### src/rtl/fir_seq_ctrl.sv
// Sequencer for a time-multiplexed single-MAC FIR: writes each sample into a circular
// delay line, sweeps taps through ROM/RAM and drives latency-aligned MAC strobes.
module fir_seq_ctrl #(
    parameter int Num_coef = 17,
    parameter int RD_LAT   = 1,
    localparam int AW      = (Num_coef > 1) ? $clog2(Num_coef) : 1
) (
    input  logic          clk,
    input  logic          rst,
    input  logic          din_valid,
    output logic          din_ready,
    output logic          x_we,
    output logic [AW-1:0] x_wr_addr,
    output logic [AW-1:0] x_rd_addr,
    output logic [AW-1:0] coef_addr,
    output logic          rd_en,
    output logic          mac_clr,
    output logic          mac_en,
    output logic          dout_valid
);

    typedef enum logic [1:0] {S_IDLE, S_RUN, S_FLUSH, S_DONE} state_t;

    localparam logic [AW-1:0] LAST = AW'(Num_coef - 1);

    state_t            r_state, w_state_nxt;
    logic [AW-1:0]     r_wp, w_wp_nxt;
    logic [AW-1:0]     r_rp, w_rp_nxt;
    logic [AW-1:0]     r_k, w_k_nxt;
    logic [2:0]        r_fcnt, w_fcnt_nxt;
    logic              r_rd_en, w_rd_en_nxt;
    logic              r_din_ready, w_din_ready_nxt;
    logic              r_dout_valid, w_dout_valid_nxt;
    logic [RD_LAT-1:0] r_en_pipe, r_clr_pipe;
    logic              w_xfer;

    // NOTE: the registered ready is masked by rst so the reset cycle itself refuses a
    // sample, while reset loads it high so IDLE is ready on the very next cycle.
    assign din_ready  = r_din_ready & ~rst;
    assign w_xfer     = din_valid & din_ready;
    assign x_we       = w_xfer;
    assign x_wr_addr  = r_wp;
    assign x_rd_addr  = r_rp;
    assign coef_addr  = r_k;
    assign rd_en      = r_rd_en;
    assign mac_en     = r_en_pipe[RD_LAT-1];
    assign mac_clr    = r_clr_pipe[RD_LAT-1];
    assign dout_valid = r_dout_valid;

    // NOTE: every variable gets a default before the case so no path infers a latch.
    always_comb begin
        w_state_nxt      = r_state;
        w_wp_nxt         = r_wp;
        w_rp_nxt         = r_rp;
        w_k_nxt          = r_k;
        w_fcnt_nxt       = r_fcnt;
        w_rd_en_nxt      = 1'b0;
        w_din_ready_nxt  = 1'b0;
        w_dout_valid_nxt = 1'b0;
        case (r_state)
            S_IDLE: begin
                w_din_ready_nxt = 1'b1;
                if (w_xfer) begin
                    w_state_nxt     = S_RUN;
                    w_din_ready_nxt = 1'b0;
                    w_rd_en_nxt     = 1'b1;
                    w_k_nxt         = '0;
                    w_rp_nxt        = r_wp;
                    w_wp_nxt        = (r_wp == LAST) ? '0 : r_wp + AW'(1);
                end
            end
            S_RUN: begin
                if (r_k == LAST) begin
                    w_state_nxt = S_FLUSH;
                    w_fcnt_nxt  = '0;
                end else begin
                    w_rd_en_nxt = 1'b1;
                    w_k_nxt     = r_k + AW'(1);
                    w_rp_nxt    = (r_rp == '0) ? LAST : r_rp - AW'(1);
                end
            end
            S_FLUSH: begin
                if (r_fcnt == 3'(RD_LAT - 1)) begin
                    w_state_nxt      = S_DONE;
                    w_dout_valid_nxt = 1'b1;
                end else begin
                    w_fcnt_nxt = r_fcnt + 3'd1;
                end
            end
            S_DONE: begin
                w_state_nxt     = S_IDLE;
                w_din_ready_nxt = 1'b1;
            end
            default: begin
                w_state_nxt     = S_IDLE;
                w_din_ready_nxt = 1'b1;
            end
        endcase
    end

    // NOTE: sequential state uses non-blocking assignments only.
    always_ff @(posedge clk) begin
        if (rst) begin
            r_state      <= S_IDLE;
            r_wp         <= '0;
            r_rp         <= '0;
            r_k          <= '0;
            r_fcnt       <= '0;
            r_rd_en      <= 1'b0;
            r_din_ready  <= 1'b1;
            r_dout_valid <= 1'b0;
            r_en_pipe    <= '0;
            r_clr_pipe   <= '0;
        end else begin
            r_state      <= w_state_nxt;
            r_wp         <= w_wp_nxt;
            r_rp         <= w_rp_nxt;
            r_k          <= w_k_nxt;
            r_fcnt       <= w_fcnt_nxt;
            r_rd_en      <= w_rd_en_nxt;
            r_din_ready  <= w_din_ready_nxt;
            r_dout_valid <= w_dout_valid_nxt;
            // Delay the read strobe by the memory latency so the MAC sees valid data.
            r_en_pipe[0]  <= r_rd_en;
            r_clr_pipe[0] <= r_rd_en && (r_k == '0);
            for (int i = 1; i < RD_LAT; i++) begin
                r_en_pipe[i]  <= r_en_pipe[i-1];
                r_clr_pipe[i] <= r_clr_pipe[i-1];
            end
        end
    end

endmodule

### config.mk
export PLATFORM = sky130hd
export DESIGN_NAME = fir_seq_ctrl
export DESIGN_NICKNAME = d
export VERILOG_FILES = /design/src/rtl/fir_seq_ctrl.sv
export SDC_FILE = /design/constraint.sdc
export NUM_CORES = 1
export LEC_CHECK = 0
export ABC_AREA = 0
export CAP_MARGIN = 0
export CORE_MARGIN = 1.5
export CORE_UTILIZATION = 35
export CTS_CLUSTER_SIZE = 10
export DETAILED_ROUTE_END_ITERATION = 16
export SETUP_SLACK_MARGIN = 0.02
export SYNTH_ARGS = -nofsm -noshare
export SYNTH_HDL_FRONTEND = slang
export SYNTH_SLANG_ARGS = --single-unit
### constraint.sdc
create_clock -name clk -period 4.5 [get_ports clk]
set_input_delay 0.45 -clock clk [delete_from_list [all_inputs] [get_ports clk]]
set_output_delay 0.45 -clock clk [all_outputs]
set_load 0.02 [all_outputs]
==> results_dict.tcl, run 1 <==
set metrics [dict create \
    path_class "input pin to primary output" \
    io_buffers 23 \
    drc_errors 0 \
    diodes 0 \
    finClkSkew_ns 0.005291 \
    finalHoldViolCount 0 \
    cts-resized-gates 0 \
    fin_area_um2 1672 \
    path_common_cell "clkdlybuf4s50_1" \
    grt_start_max_net_pins 14 \
    holdPathStages 1 \
    p_leak_nw 0.6277 \
    dieArea_um2 4318 \
    clkLatencyLatePin_ns 0.27 \
    synth_warnings 0 \
    holdWs_ns 0.5043 \
    fin_crit_sh_pct 56.73 \
    fmax_mhz 391.7 \
    cp-start-kind "input pin" \
    pwr-share-seq_pct 36.6 \
    cts-buffers-inserted 3 \
    avgViaCountPerCell 5.099 \
    dr.pass1.iters 4 \
    r2r_cells 6 \
    vias 1132 \
    setup_viol 0 \
    cp_max_fo 12 \
    grt_pass1_wl_um 5037 \
    synthCells 152 \
    nets 190 \
    fin_util_pct 44.98 \
    wl_per_cell_um 12.61 \
    drt_iter0_markers 78 \
    cpPeakStageDelay_ns 0.64 \
    synth_xor_area_share_pct 5.727 \
    ant_nets 0 \
    drv_cap 0 \
    synth_ff_type "dfxtp_1" \
    place_congestion 0.8423 \
    required_ns 4.05 \
    cts_tree "done" \
    cp.arrival_ns 2.10 \
    setup-tns-final_ns 0 \
    die_w_um 65.71 \
    ys_ff_latch 25 \
    synth.area.top_cells "dfxtp_1, ha_1, nor2_1, xor2_1, inv_1" \
    htree_levels 1 \
    synth-simple-area-share_pct 21.73 \
    synthArstFlopShare_pct 0 \
    clock-sinks 25 \
    worstMarginPinSlew_ns 0.5150 \
    area_growth_pct 21.45 \
    rsz0062_at_grt "no" \
    intPower_uw 498.6 \
    overflow 0 \
    rows 22 \
    p_switching_uw 330.5 \
    rrSetupSlack_ns 2.22 \
    power.density_nw_per_um2 496.0 \
    outcome "finished clean" \
    die_height_um 65.71 \
    post_cts_buffers 0 \
    p_sw_share_pct 39.86 \
    cp_slowest_cell "clkdlybuf4s50_1" \
    synth-adder-area-share_pct 10.91 \
    holdBufCountCts 0 \
    drv_slew 0 \
    synthesis.nets 167 \
    hpwl_um 2153 \
    r2r-end "coef_addr[1]" \
    start_util_pct 37.04 \
    ioPinCount 24 \
    period_needed_ns 2.553 \
    vdd_drop_max_uv 242.1 \
    holdPathEnd "mac_en" \
    cts_max_path_buffers 2 \
    placed_area_um2 1627 \
    ys_types 43 \
    crit_start "rst" \
    synth_compound_area_share_pct 15.09 \
    synth_top_family_by_area "simple AND/OR/NAND/NOR gates" \
    path_clk_slew_ns 0.08 \
    antenna_found_initial 0 \
    cts-root-buf "clkbuf_8" \
    layout-drive-gt1-share_pct 5.747 \
    crit_path_end_kind "primary output" \
    regToRegStartpoint "r_state[1]" \
    min_from "rd_en" \
    slew_headroom_pct 65.67 \
    finalWirelength_um 2800 \
    synth_top_area_share_pct 36.36 \
    synth.avg_cell_area_um2 9.055 \
    grtUsageTotal_pct 14.67 \
    synth_area_leader_cell "dfxtp_1" \
    path_cells "clkdlybuf4s50_1, buf_4, nor2b_1, clkdlybuf4s50_1" \
    hold_path.class "flip-flop to flip-flop" \
    core_um2 3716 \
    finalPower_uw 829.2 \
    synth_area_um2 1376 \
    pwr-share-comb_pct 47.6 \
    synth.area.mux_share_pct 3.455 \
    clkPwrFrac_pct 15.8 \
    ys_seq_area_share_pct 36.36 \
    grt_pass1_vias 1132 \
    synth_edf_count 0 \
]
[sequential cells by signal, summed over array words and instances (netlist names)]
| signal | count |
|---|---|
| coef_addr | 5 |
| dout_valid | 1 |
| mac_clr | 1 |
| mac_en | 1 |
| r_din_ready | 1 |
| r_fcnt | 3 |
| r_state | 2 |
| rd_en | 1 |
| x_rd_addr | 5 |
| x_wr_addr | 5 |
[how the worst max path moves through the flow]
stage              endpoint  slack (ns)  depth (start not counted)
6_report          din_ready        1.95                          4
5_1_grt           din_ready        1.87                          4
4_1_cts           din_ready        1.94                          4
3_5_place_dp   coef_addr[1]        1.93                          5
3_3_place_gp      din_ready        1.97                          4
2_1_floorplan  coef_addr[1]        2.82                          8
[stage by stage]
stage	setup slack (ns)	std cells
floorplan	2.821	152
global placement	1.970	218
detailed placement	1.925	218
CTS	1.944	222
global route	1.871	222
finish	1.947	222
[layer usage]
layer	GRT usage (%)	wire length [µm]
met5	0	0
met4	4.948	24
met3	1.541	80
met2	25.38	1365
met1	18.86	1330
[cells in the mapped netlist, types with 2 or more instances]
library cell,n
dfxtp_1,25
nor2_1,22
ha_1,12
inv_1,11
a21oi_1,8
nand2_1,8
xor2_1,7
nor3_1,6
nor2b_1,5
a211oi_1,3
a22oi_1,2
and4b_1,2
buf_2,2
buf_4,2
buf_6,2
mux2_2,2
nand4_1,2
nor3b_1,2
nor4b_1,2
o2111ai_1,2
o31ai_1,2
xnor2_1,2
[critical path: cells and delay by family]
family        cells  cell delay (ns)
buf+inv           3             1.54
simple gates      1             0.11
[placed cells by master, fill, tap and decap left out, drive strengths merged]
master / instances
nand2b: 1
xnor2: 2
mux2: 3
clkbuf: 4
o211a: 1
and2: 1
o2111ai: 2
and3b: 1
nand4b: 1
and4b: 2
a21oi: 8
a2111oi: 1
mux2i: 1
clkdlybuf4s50: 23
o21bai: 1
a31o: 1
nor3b: 2
o221ai: 1
nand2: 8
nand3b: 1
nor3: 6
nand4: 2
o21ai: 1
buf: 1
nand3: 1
o31ai: 2
a22oi: 2
xor2: 7
ha: 12
nor2b: 5
a222oi: 1
o22a: 1
a41o: 1
clkinv: 1
a211oi: 4
nor2: 23
nor4b: 2
inv: 11
nand4bb: 1
dfxtp: 25
[logic make-up (layout without fill, tap and decap cells)]
family                     after synthesis  count (layout)
and+or+nand+nor                         57              57
buffers and inverters                   18              40
xor gates and xnor gates                 9               9
adders and majority gates               12              12
muxes                                    4               4
DFF                                     25              25
AOI/OAI and AO/OA                       27              27
[area by class of cell]
class	instances	area (µm²)
fillers	363	2044
multi-input cells	109	783.3
flip-flops and latches	25	500.5
repair buffers	24	237.7
well taps	48	60.06
clock buffers	4	45.04
inverters	12	45.04
[power by group through the flow]
stage               sequential [mW]  combinational, mW  clock [mW]
CTS                           0.303              0.398       0.137
detailed placement            0.308              0.396           0
finish                        0.303              0.395       0.131
global route                  0.310              0.446       0.147
global placement              0.307              0.391           0
floorplan                     0.329              0.270           0
(Power assumes the default switching activity.)
==> run 2, diff against run 1 <==
==> constraint.sdc (replaced) <==
create_clock -name clk -period 2.2 [get_ports clk]
set_input_delay 0.22 -clock clk [delete_from_list [all_inputs] [get_ports clk]]
set_output_delay 0.22 -clock clk [all_outputs]
set_load 0.02 [all_outputs]
==> results_dict.tcl, run 2 (synthesis gave the netlist of run 1 again) <==
set metrics [dict create \
    finalHoldViolCount 0 \
    final_common_cell "dfxtp_1" \
    drc_errors 0 \
    place_congestion 0.9102 \
    layout-drive-gt1-share_pct 8.889 \
    rsz0062_at_grt "no" \
    holdPathStages 1 \
    clock-sinks 25 \
    cp_max_fo 8 \
    clkLatencyLatePin_ns 0.27 \
    cts-buffers-inserted 3 \
    ioPinCount 24 \
    start_util_pct 37.04 \
    min_from "rd_en" \
    core_um2 3716 \
    r2r_cells 6 \
    die_height_um 65.71 \
    area_growth_pct 24.73 \
    die_w_um 65.71 \
    hold_path.class "flip-flop to flip-flop" \
    setup-tns-final_ns 0 \
    path_clk_slew_ns 0.08 \
    vdd_drop_max_uv 737.5 \
    dieArea_um2 4318 \
    power.density_nw_per_um2 1026 \
    cts-root-buf "clkbuf_8" \
    nets 196 \
    vias 1165 \
    fin_util_pct 46.20 \
    grt_pass1_wl_um 5278 \
    rows 22 \
    outcome "finished clean" \
    path_class "flip-flop to flip-flop" \
    fin_crit_sh_pct 89.48 \
    crit_path_end_kind "flip-flop" \
    overflow 0 \
    period_needed_ns 1.969 \
    worstMarginPinSlew_ns 0.4938 \
    fmax_mhz 508.0 \
    finalWirelength_um 3102 \
    io_buffers 23 \
    crit_buf_inv 1 \
    antenna_found_initial 0 \
    diodes 0 \
    regToRegStartpoint "coef_addr[0]" \
    cp-start-kind "flip-flop" \
    grtUsageTotal_pct 15.85 \
    rrSetupSlack_ns 0.23 \
    p_leak_nw 0.6580 \
    slew_headroom_pct 66.61 \
    required_ns 2.41 \
    post_cts_buffers 0 \
    cts_max_path_buffers 2 \
    holdBufCountCts 0 \
    fillers 362 \
    holdPathEnd "mac_en" \
    cp_slowest_cell "a211oi_4" \
    htree_levels 1 \
    cts-resized-gates 0 \
    crit_start "coef_addr[0]" \
    wl_per_cell_um 13.61 \
    grt_pass1_vias 1241 \
    drv_cap 0 \
    cts_tree "done" \
    dr.pass1.iters 4 \
    final_cell_mix "dfxtp_1, clkdlybuf4s50_1, nor2_1, ha_1, inv_1" \
    drt_iter0_markers 48 \
    path_cells "inv_1, ha_1, nand4bb_1, a211oi_4, mux2_2, nor2_1" \
    critPathTopFamily "simple AND/OR/NAND/NOR gates" \
    avgViaCountPerCell 5.110 \
    grt_start_max_net_pins 14 \
    setup_viol 0 \
    r2r-end "r_fcnt[1]" \
    cp.arrival_ns 2.17 \
    drv_slew 0 \
    finClkSkew_ns 0.004852 \
    cpPeakStageDelay_ns 0.46 \
    ant_nets 0 \
    hpwl_um 2467 \
]
==> run 2: cell count changes in the layout (fill, tap and decap cells not counted) <==
cell   previous run  this run
buf_4             1         7
==> run 2: worst max path at each step <==
stage,cells after the start,slack [ns],endpoint
2_1_floorplan,8,0.52,coef_addr[1]
3_3_place_gp,6,0.30,r_fcnt[1]
3_5_place_dp,6,0.26,r_fcnt[1]
4_1_cts,6,0.23,r_fcnt[1]
5_1_grt,6,0.04,r_state[1]
6_report,6,0.23,r_fcnt[1]
==> run 2: final cells by class <==
cell class                 count  area [µm²]  area share (%)
sequential                    25       500.5           29.15
tap                           48       60.06           3.499
timing repair buffer          30       282.8           16.47
inverter                      12       45.04           2.624
multi-input combinational    109       783.3           45.63
clock buffer                   4       45.04           2.624
==> run 2: metrics by stage <==
step           power, mW  instances  hold slack, ns  instance area [µm²]  setup slack [ns]
2_1_floorplan      1.225        152          0.2996                 1376            0.5214
3_3_place_gp       1.469        224          0.4789                 1672            0.2960
3_5_place_dp       1.504        224          0.4835                 1672            0.2621
4_1_cts            1.779        228          0.4875                 1717            0.2348
5_1_grt            1.908        228          0.5009                 1717           0.04239
6_report           1.762        228          0.4875                 1717            0.2314
==> run 2: where the power goes <==
group,switching (mW),internal (mW),leakage [nW],total (mW)
sequential,0.0873,0.534,0.203,0.621
clock,0.138,0.129,0.0228,0.267
combinational,0.479,0.395,0.432,0.873
==> run 2: metal layers <==
| metal | vias to the layer above | GRT usage [%] | wire length [µm] |
|---|---|---|---|
| met5 | - | 0 | 0 |
| met2 | 29 | 28.28 | 1533 |
| met1 | 547 | 17.67 | 1363 |
| li1 | 583 | - | - |
| met4 | 0 | 6.250 | 87 |
| met3 | 6 | 4.281 | 117 |
==> run 3, diff against run 2 <==
--- a/config.mk
+++ b/config.mk
@@ -11,7 +11,7 @@
 export CORE_UTILIZATION = 35
 export CTS_CLUSTER_SIZE = 10
 export DETAILED_ROUTE_END_ITERATION = 16
-export SETUP_SLACK_MARGIN = 0.02
+export SETUP_SLACK_MARGIN = 0.3
 export SYNTH_ARGS = -nofsm -noshare
 export SYNTH_HDL_FRONTEND = slang
 export SYNTH_SLANG_ARGS = --single-unit
==> results_dict.tcl, run 3 (synthesis gave the netlist of run 1 again) <==
set metrics [dict create \
    outcome "finished clean" \
    drv_slew 0 \
    rows 22 \
    cts_max_path_buffers 2 \
    ioPinCount 24 \
    power.density_nw_per_um2 1026 \
    grt_pass1_vias 1225 \
    avgViaCountPerCell 5.083 \
    setup-tns-final_ns 0 \
    cts_tree "done" \
    overflow 0 \
    rsz0062_at_grt "yes" \
    critPathTopFamily "buffers and inverters" \
    cts-root-buf "clkbuf_8" \
    grtUsageTotal_pct 15.89 \
    drt_iter0_markers 46 \
    critical_path_depth 3 \
    worstMarginPinSlew_ns 0.4938 \
    period_needed_ns 1.818 \
    cp_slowest_cell "clkdlybuf4s50_1" \
    holdPathStages 1 \
    clock-sinks 25 \
    hold_path.class "flip-flop to flip-flop" \
    rrSetupSlack_ns 0.40 \
    clkPwrFrac_pct 14.9 \
    slew_headroom_pct 66.61 \
    vdd_drop_max_uv 749.6 \
    clkLatencyLatePin_ns 0.27 \
    finClkSkew_ns 0.005141 \
    htree_levels 1 \
    final_cell_mix "dfxtp_1, nor2_1, clkdlybuf4s50_1, inv_1, ha_1" \
    setup_viol 0 \
    dieArea_um2 4318 \
    drc_errors 0 \
    area_growth_pct 27.09 \
    cpPeakStageDelay_ns 0.64 \
    cp_max_fo 7 \
    cp.arrival_ns 1.60 \
    final-instance-count-excl-fill 229 \
    path_class "input pin to primary output" \
    antenna_found_initial 0 \
    path_clk_slew_ns 0.08 \
    final_common_cell "dfxtp_1" \
    cp-start-kind "input pin" \
    place_congestion 0.9102 \
    diodes 0 \
    grt_start_max_net_pins 14 \
    p_leak_nw 0.6765 \
    holdPathEnd "mac_en" \
    path_common_cell "clkdlybuf4s50_1" \
    cts-buffers-inserted 3 \
    p_switching_uw 714.7 \
    wl_per_cell_um 13.69 \
    path_cells "clkdlybuf4s50_1, nor2b_1, clkdlybuf4s50_1" \
    start_util_pct 37.04 \
    dp_cells 224 \
    pwr-share-seq_pct 34.6 \
    multi_input_area_um2 805.8 \
    die_w_um 65.71 \
    r2r_cells 7 \
    required_ns 1.98 \
    hpwl_um 2467 \
    p_sw_share_pct 39.83 \
    die_height_um 65.71 \
    intPower_mw 1.080 \
    holdBufCountCts 0 \
    core_um2 3716 \
    crit_buf_inv 2 \
    fillers 359 \
    layout-drive-gt1-share_pct 11.60 \
    drv_cap 0 \
    fmax_mhz 550.1 \
    finalWirelength_um 3134 \
    io_buffers 23 \
    vias 1164 \
    crit_path_end_kind "primary output" \
    fin_crit_sh_pct 82.64 \
    nets 197 \
    regToRegStartpoint "r_state[0]" \
    r2r-end "x_rd_addr[3]" \
    ant_nets 0 \
    dr.pass1.iters 4 \
    min_from "rd_en" \
    finalHoldViolCount 0 \
    register_area_um2 500.5 \
    grt_pass1_wl_um 5292 \
    pwr-share-comb_pct 50.5 \
]
run 3: how the worst max path moves through the flow:
stage,from,to,slack (ns)
after CTS,rst,x_we,0.30
after global routing,r_state[0],x_rd_addr[3],0.26
after global placement,coef_addr[0],r_fcnt[1],0.30
after floorplan,coef_addr[0],coef_addr[1],0.52
final,rst,din_ready,0.38
after detailed placement,coef_addr[0],r_fcnt[1],0.26
run 3: layer usage:
| metal | track usage [%] | up-vias | routed length, µm |
|---|---|---|---|
| met4 | 5.729 | 0 | 85 |
| met3 | 4.281 | 6 | 93 |
| met2 | 28.54 | 23 | 1532 |
| met5 | 0 | - | 0 |
| met1 | 17.79 | 548 | 1423 |
| li1 | - | 587 | - |
run 3: timing repair:
action | 4_1_cts | 5_1_grt
setup buffers | 0 | 1
resized for setup | 1 | 5
cloned | 0 | 0
endpoints found under the setup margin | 2 | 10
pin swaps | 0 | 2
run 3: metrics by stage:
stage               setup slack [ns]  total power, mW  hold WS (ns)  utilization [%]  instance area, µm²
CTS                           0.3009            1.781        0.4875            46.33                1722
global route                  0.2584            1.939        0.5009            47.07                1749
detailed placement            0.2621            1.504        0.4835            44.98                1672
global placement              0.2960            1.469        0.4789            44.98                1672
floorplan                     0.5214            1.225        0.2996                -                1376
finish                        0.3820            1.794        0.4872            47.07                1749
run 3: power groups by stage:
stage / registers [mW] / clock network (mW) / logic (mW)
after floorplan: 0.673 / 0 / 0.551
after global placement: 0.624 / 0 / 0.845
after detailed placement: 0.631 / 0 / 0.873
after CTS: 0.621 / 0.281 / 0.879
after global routing: 0.634 / 0.297 / 1.01
final: 0.622 / 0.267 / 0.906
run 3: cell type report:
type / instances / area share [%]
repair buffers: 31 / 16.74
multi-input cells: 109 / 46.07
well taps: 48 / 3.433
clock buffers: 4 / 2.575
inverters: 12 / 2.575
flip-flops and latches: 25 / 28.61
